--- src/rtl/alarm_time_setter.sv ---
// Button-driven editor that produces BCD hour/minute load values and load strobes for the alarm clock core.
// Defining AUTO_REPEAT_EN adds hold-to-repeat on btn_inc.
module alarm_time_setter #(
  parameter int LOAD_CYCLES = 2,
  parameter int TIMEOUT     = 100,
  parameter int REPEAT_DLY  = 5,
  parameter int REPEAT_RATE = 2
) (
  input  logic       clk,
  input  logic       reset,
  input  logic       btn_set_time,
  input  logic       btn_set_alarm,
  input  logic       btn_inc,
  input  logic       btn_next,
  input  logic       btn_cancel,
  input  logic [1:0] H_out1,
  input  logic [3:0] H_out0,
  input  logic [3:0] M_out1,
  input  logic [3:0] M_out0,
  output logic [1:0] H_in1,
  output logic [3:0] H_in0,
  output logic [3:0] M_in1,
  output logic [3:0] M_in0,
  output logic       LD_time,
  output logic       LD_alarm,
  output logic       editing,
  output logic       edit_field
);

  localparam int TO_W = $clog2(TIMEOUT + 1);
  localparam int LC_W = $clog2(LOAD_CYCLES + 1);

  if ((LOAD_CYCLES < 1) || (TIMEOUT < 2) || (REPEAT_DLY < 1) || (REPEAT_RATE < 1)) begin : g_param_check
    $error("alarm_time_setter: illegal parameter value");
  end

  typedef enum logic [1:0] {
    S_IDLE     = 2'd0,
    S_EDIT_HR  = 2'd1,
    S_EDIT_MIN = 2'd2,
    S_LOAD     = 2'd3
  } state_t;

  state_t            r_state, w_next_state;
  logic [4:0]        r_btn_prev;
  logic [4:0]        w_btn, w_edge;
  logic [1:0]        r_h1;
  logic [3:0]        r_h0, r_m1, r_m0;
  logic [13:0]       r_shadow;
  logic              r_target;
  logic [TO_W-1:0]   r_to_cnt;
  logic [LC_W-1:0]   r_load_cnt;
  logic              r_ld_time, r_ld_alarm, r_editing, r_edit_field;
  logic              w_seed_time, w_seed_alarm, w_inc_hr, w_inc_min, w_clr_to, w_commit;
  logic              w_rep;
  logic              w_next_edit;

  function automatic logic [5:0] f_hour_inc(input logic [1:0] h1, input logic [3:0] h0);
    logic [5:0] v;
    if ((h1 > 2'd2) || ((h1 == 2'd2) && (h0 >= 4'd3))) v = 6'd0;
    else if (h0 >= 4'd9) v = {h1 + 2'd1, 4'd0};
    else v = {h1, h0 + 4'd1};
    return v;
  endfunction

  function automatic logic [7:0] f_min_inc(input logic [3:0] m1, input logic [3:0] m0);
    logic [7:0] v;
    if (m0 >= 4'd9) begin
      if (m1 >= 4'd5) v = 8'd0;
      else v = {m1 + 4'd1, 4'd0};
    end else begin
      v = {m1, m0 + 4'd1};
    end
    return v;
  endfunction

  // bit order: cancel, next, inc, set_time, set_alarm
  assign w_btn       = {btn_cancel, btn_next, btn_inc, btn_set_time, btn_set_alarm};
  assign w_edge      = w_btn & ~r_btn_prev;
  assign w_next_edit = (w_next_state == S_EDIT_HR) || (w_next_state == S_EDIT_MIN);

`ifdef AUTO_REPEAT_EN
  localparam int RP_W = $clog2(REPEAT_DLY + REPEAT_RATE + 1);
  logic [RP_W-1:0] r_rep_cnt;
  logic            r_rep_act, r_rep_started;
  logic            w_in_edit;
  logic [RP_W-1:0] w_rep_thr;

  assign w_in_edit = (r_state == S_EDIT_HR) || (r_state == S_EDIT_MIN);
  assign w_rep_thr = r_rep_started ? RP_W'(REPEAT_RATE) : RP_W'(REPEAT_DLY);
  assign w_rep     = r_rep_act & btn_inc & w_in_edit & (r_rep_cnt == w_rep_thr);

  // Hold counter: first threshold is REPEAT_DLY after the edge, then REPEAT_RATE between repeats.
  always_ff @(posedge clk) begin
    if (reset) begin
      r_rep_cnt     <= '0;
      r_rep_act     <= 1'b0;
      r_rep_started <= 1'b0;
    end else if (w_in_edit && w_edge[2] && !w_edge[4] && !w_edge[3]) begin
      r_rep_cnt     <= RP_W'(1);
      r_rep_act     <= 1'b1;
      r_rep_started <= 1'b0;
    end else if (r_rep_act && btn_inc && w_in_edit && (w_next_state == r_state)) begin
      if (w_rep) begin
        r_rep_cnt     <= RP_W'(1);
        r_rep_started <= 1'b1;
      end else begin
        r_rep_cnt     <= r_rep_cnt + RP_W'(1);
      end
    end else begin
      r_rep_cnt     <= '0;
      r_rep_act     <= 1'b0;
      r_rep_started <= 1'b0;
    end
  end
`else
  assign w_rep = 1'b0;
`endif

  // State register and button history.
  always_ff @(posedge clk) begin
    if (reset) begin
      r_state    <= S_IDLE;
      r_btn_prev <= 5'b11111;
    end else begin
      r_state    <= w_next_state;
      r_btn_prev <= w_btn;
    end
  end

  // Next-state and action decode; one edge acts per cycle, cancel > next > inc > set_time > set_alarm.
  always_comb begin
    w_next_state = r_state;
    w_seed_time  = 1'b0;
    w_seed_alarm = 1'b0;
    w_inc_hr     = 1'b0;
    w_inc_min    = 1'b0;
    w_clr_to     = 1'b0;
    w_commit     = 1'b0;
    case (r_state)
      S_IDLE: begin
        if (w_edge[1]) begin
          w_next_state = S_EDIT_HR;
          w_seed_time  = 1'b1;
        end else if (w_edge[0]) begin
          w_next_state = S_EDIT_HR;
          w_seed_alarm = 1'b1;
        end else begin
          w_next_state = S_IDLE;
        end
      end
      S_EDIT_HR: begin
        if (w_edge[4]) begin
          w_next_state = S_IDLE;
        end else if (w_edge[3]) begin
          w_next_state = S_EDIT_MIN;
        end else if (w_edge[2] || w_rep) begin
          w_inc_hr = 1'b1;
          w_clr_to = 1'b1;
        end else if (r_to_cnt == TO_W'(TIMEOUT - 1)) begin
          w_next_state = S_IDLE;
        end else begin
          w_next_state = S_EDIT_HR;
        end
      end
      S_EDIT_MIN: begin
        if (w_edge[4]) begin
          w_next_state = S_IDLE;
        end else if (w_edge[3]) begin
          w_next_state = S_LOAD;
        end else if (w_edge[2] || w_rep) begin
          w_inc_min = 1'b1;
          w_clr_to  = 1'b1;
        end else if (r_to_cnt == TO_W'(TIMEOUT - 1)) begin
          w_next_state = S_IDLE;
        end else begin
          w_next_state = S_EDIT_MIN;
        end
      end
      S_LOAD: begin
        if (r_load_cnt == LC_W'(LOAD_CYCLES - 1)) begin
          w_next_state = S_IDLE;
          w_commit     = 1'b1;
        end else begin
          w_next_state = S_LOAD;
        end
      end
      default: w_next_state = S_IDLE;
    endcase
  end

  // Idle timeout and strobe-length counters.
  always_ff @(posedge clk) begin
    if (reset) begin
      r_to_cnt   <= '0;
      r_load_cnt <= '0;
    end else begin
      if (w_next_edit && ((w_next_state != r_state) || w_clr_to)) r_to_cnt <= '0;
      else if (w_next_edit) r_to_cnt <= r_to_cnt + TO_W'(1);
      else r_to_cnt <= '0;
      if ((r_state == S_LOAD) && (w_next_state == S_LOAD)) r_load_cnt <= r_load_cnt + LC_W'(1);
      else r_load_cnt <= '0;
    end
  end

  // Edit registers, load target and committed-alarm shadow.
  always_ff @(posedge clk) begin
    if (reset) begin
      r_h1     <= 2'd0;
      r_h0     <= 4'd0;
      r_m1     <= 4'd0;
      r_m0     <= 4'd0;
      r_target <= 1'b0;
      r_shadow <= 14'd0;
    end else begin
      if (w_seed_time) begin
        {r_h1, r_h0, r_m1, r_m0} <= {H_out1, H_out0, M_out1, M_out0};
        r_target                 <= 1'b0;
      end else if (w_seed_alarm) begin
        {r_h1, r_h0, r_m1, r_m0} <= r_shadow;
        r_target                 <= 1'b1;
      end else if (w_inc_hr) begin
        {r_h1, r_h0} <= f_hour_inc(r_h1, r_h0);
      end else if (w_inc_min) begin
        {r_m1, r_m0} <= f_min_inc(r_m1, r_m0);
      end else begin
        {r_h1, r_h0, r_m1, r_m0} <= {r_h1, r_h0, r_m1, r_m0};
      end
      if (w_commit && r_target) r_shadow <= {r_h1, r_h0, r_m1, r_m0};
      else r_shadow <= r_shadow;
    end
  end

  // Registered status outputs and strobes, decoded from the upcoming state.
  always_ff @(posedge clk) begin
    if (reset) begin
      r_ld_time    <= 1'b0;
      r_ld_alarm   <= 1'b0;
      r_editing    <= 1'b0;
      r_edit_field <= 1'b0;
    end else begin
      r_ld_time    <= (w_next_state == S_LOAD) && !r_target;
      r_ld_alarm   <= (w_next_state == S_LOAD) && r_target;
      r_editing    <= w_next_edit;
      r_edit_field <= (w_next_state == S_EDIT_MIN);
    end
  end

  assign H_in1      = r_h1;
  assign H_in0      = r_h0;
  assign M_in1      = r_m1;
  assign M_in0      = r_m0;
  assign LD_time    = r_ld_time;
  assign LD_alarm   = r_ld_alarm;
  assign editing    = r_editing;
  assign edit_field = r_edit_field;

endmodule

--- config.mk ---
export PLATFORM = sky130hd
export DESIGN_NAME = alarm_time_setter
export DESIGN_NICKNAME = d
export VERILOG_FILES = /design/src/rtl/alarm_time_setter.sv
export SDC_FILE = /design/constraint.sdc
export NUM_CORES = 1
export LEC_CHECK = 0
export CAP_MARGIN = 10
export CORE_MARGIN = 1.5
export CORE_UTILIZATION = 54
export DETAILED_ROUTE_END_ITERATION = 12
export PLACE_DENSITY = 0.92
export SYNTH_ARGS = -nofsm -noshare
export SYNTH_HDL_FRONTEND = slang
export SYNTH_SLANG_ARGS = --single-unit
--- constraint.sdc ---
create_clock -name clk -period 3.35 [get_ports clk]
set_clock_uncertainty 0.1 [all_clocks]
set_input_delay 0.335 -clock clk [delete_from_list [all_inputs] [get_ports clk]]
set_output_delay 0.335 -clock clk [all_outputs]
set_load 0.02 [all_outputs]
==> flow_metrics.tcl <==
set metrics [dict create \
    outcome "finished clean" \
    core_area_sq_mm 0.00469 \
    crit_fanout 7 \
    power.density_mw_per_mm2 373 \
    row_count 25 \
    cap_violations 0 \
    cts-root-buf "clkbuf_8" \
    fin_hold_ws_ns 0.346 \
    synth-seq-cells 49 \
    p_seq_frac 0.527 \
    power.switching_w 0.000327 \
    synthTopCellsByArea "dfxtp_1 38%, ha_1 8.7%, nand2_1 5.6%" \
    syn_inst 309 \
    post-route-min-period_ns 3.04 \
    vias_per_cell 5.91 \
    synth.top_cell.area_share 0.378 \
    initial_core_util 0.554 \
    min_period_over_period 0.907 \
    synth_edf_count 0 \
    synthArstFlopShare 0 \
    r2r_setup_slack_ns 0.31 \
    routabilityCongestion 0.915 \
    syn-num-nets 348 \
    vdd_drop_max_mv 0.208 \
    synth-warning-count 0 \
    cp-start-kind "flop" \
    portBuffers 38 \
    routedWlPerCell_microns 15.4 \
    die_x_microns 72.4 \
    grt_usage 0.251 \
    fmax_ghz 0.329 \
    path_class "flop to flop" \
    r2r-end "r_to_cnt[3]" \
    final_cells 403 \
    p_clk_frac 0.291 \
    crit_required_ns 3.47 \
    combPwrFrac 0.182 \
    power_leakage_nw 1.16 \
    finalSetupViolCount 0 \
    dp.cells 395 \
    numCtsBuffers 5 \
    slowest_stage "a2111oi_2" \
    wirelength_microns 6190 \
    htreeDepth 2 \
    relSlewSlack 0.567 \
    place_ws_ns 0.0311 \
    crit_end "r_to_cnt[3]" \
    syn_area_sq_mm 0.00260 \
    die_area_sq_mm 0.00524 \
    finalWorstSetupSlack_ns 0.313 \
    numClockSinks 49 \
    syn2layout_area_growth_pct 21.3 \
    drc 0 \
    nFillCells 401 \
    drt-initial-drc-count 105 \
    cts_tree "built" \
    crit_chain "inv_1 -> ha_1 -> inv_1 -> a2111oi_2 -> a21oi_1 -> a21oi_1 -> ha_1 -> nor2b_1 -> o211ai_1 -> a31oi_1 -> o221ai_2 -> nor3_1" \
    worst_pin_slew_ns 0.646 \
    clock_latency_ns 0.31 \
    drive_gt1_frac 0.0888 \
    slowest_delay_ns 0.46 \
    via_count 2383 \
    dr.pass1.iters 4 \
    grt_max_degree 43 \
    cp-end-kind "flop" \
    setup_tns_ns 0 \
    critPathLaunch "r_state[0]" \
    die_y_microns 72.4 \
    cts.clk_slew.worst_paths_ns 0.09 \
    pin_count 39 \
    switching_share 0.278 \
    yosysTopAreaCell "dfxtp_1" \
    hpwlAfterDp_microns 4320 \
    power.internal_w 0.000847 \
    cp.arrival_ns 3.16 \
    ff2ff_path_depth 12 \
    ant_nets 0 \
    final_max_slew_viol_count 0 \
    synth.distinct_cells 50 \
    hp-class "flop to flop" \
    hold_viol_final 0 \
    diodes 0 \
    synth_area_per_cell_sq_um 8.41 \
    antenna_found_initial 0 \
    yosysSeqAreaShare 0.378 \
    power.total_w 0.00117 \
    grt_pass1_wl_microns 10400 \
    cts.path.max_buffers 2 \
    grt_overflow_total 0 \
    nets 387 \
    r2r-start "r_state[0]" \
    grt_pass1_vias 2321 \
    synth_ff_type "dfxtp_1" \
]
worst max-delay path, delay by kind of cell (launching register included):
kind | cells | cell delay, ns
flip-flops | 1 | 0.37
adder cells (fa/ha/maj) | 2 | 0.43
buffers and inverters | 2 | 0.25
AND/OR/NAND/NOR | 2 | 0.42
AO/OA/AOI/OAI | 6 | 1.40
state kept, by name (all words and copies together) (netlist names):
name and cells:
r_to_cnt 7, M_in1 4, editing 1, r_shadow 14, H_in0 4, r_btn_prev 5, LD_time 1, r_target 1
edit_field 1, r_load_cnt 2, r_state 2, H_in1 2, LD_alarm 1, M_in0 4
synth_stat cells, types with 5 or more instances:
library cell	count
a211oi_1	6
a21oi_1	25
a31oi_1	6
and3_1	5
clkbuf_1	11
dfxtp_1	49
ha_1	18
inv_1	16
nand2_1	39
nand3_1	6
nor2_1	22
nor2b_1	10
nor3_1	12
or2_2	7
xnor2_1	5
cell families (layout without fill, tap and decap cells):
| kind of cell | Yosys count | in the layout | synth area share |
|---|---|---|---|
| compound gates | 77 | 77 | 0.209 |
| xor+xnor | 7 | 7 | 0.0236 |
| fa+ha+maj | 18 | 18 | 0.0867 |
| buf+inv | 29 | 69 | 0.0429 |
| flops | 49 | 49 | 0.378 |
| simple gates | 129 | 129 | 0.260 |
through the flow:
step,cell area [sq um],util
after floorplan,2600,-
after global placement,3050,0.649
after detailed placement,3050,0.649
after CTS,3130,0.667
after global routing,3150,0.671
final,3150,0.671
layer usage:
layer / vias to the layer above / wire [microns] / track usage
met4: 0 / 121 / 0.109
met5: - / 0 / 0
li1: 1184 / - / -
met3: 16 / 325 / 0.0556
met1: 1117 / 2570 / 0.291
met2: 66 / 3180 / 0.441
cell usage in the layout, fill, tap and decap left out, drive strengths merged, types with 3 or more instances in the layout:
master / Yosys / routed
dfxtp: 49 / 49
clkbuf: 11 / 7
nand3: 6 / 6
a41oi: 3 / 3
xnor2: 5 / 5
buf: 2 / 7
nand2: 39 / 39
ha: 18 / 18
o211ai: 3 / 3
nand2b: 4 / 4
nor3: 13 / 13
or2: 7 / 7
nor3b: 4 / 4
a21oi: 27 / 27
inv: 16 / 16
nor2b: 10 / 10
clkdlybuf4s50: 0 / 38
nor2: 22 / 22
a31oi: 6 / 6
a211o: 3 / 3
and3: 5 / 5
o21ai: 4 / 4
or3b: 3 / 3
a21o: 3 / 3
a211oi: 6 / 6
nand3b: 4 / 4
a22oi: 4 / 4
power groups by stage:
stage               sequential [W]  combinational (W)  clock [W]
global route              0.000622           0.000233   0.000372
finish                    0.000619           0.000214   0.000342
detailed placement        0.000632           0.000209          0
floorplan                 0.000640           0.000115          0
global placement          0.000631           0.000203          0
CTS                       0.000618           0.000212   0.000344
area by class of cell:
type | count | area, sq um | share of cell area
Clock inverter | 1 | 7.51 | 0.00238
Tap cell | 54 | 67.6 | 0.0214
Clock buffer | 7 | 76.3 | 0.0242
Timing Repair Buffer | 45 | 433 | 0.137
Multi-Input combinational cell | 231 | 1530 | 0.484
Inverter | 16 | 60.1 | 0.0191
Sequential cell | 49 | 981 | 0.311
timing repair:
item / 4_1_cts / 5_1_grt
endpoints found under the setup margin: 0 / 7
gates resized for setup: 0 / 5
setup buffers: 0 / 0
endpoints found under the hold margin: 0 / 0
hold buffers: 0 / 0
worst min-delay path by stage:
stage / startpoint / endpoint / slack (ns) / depth (start not counted)
final: r_load_cnt[0] / r_load_cnt[0] / 0.35 / 1
after CTS: r_load_cnt[0] / r_load_cnt[0] / 0.35 / 1
after global routing: r_load_cnt[0] / r_load_cnt[0] / 0.36 / 1
after floorplan: r_load_cnt[0] / r_load_cnt[0] / 0.30 / 1
after global placement: r_load_cnt[0] / r_load_cnt[0] / 0.31 / 1
after detailed placement: r_load_cnt[0] / r_load_cnt[0] / 0.31 / 1
Note: power is estimated with default switching activity, not from simulation.
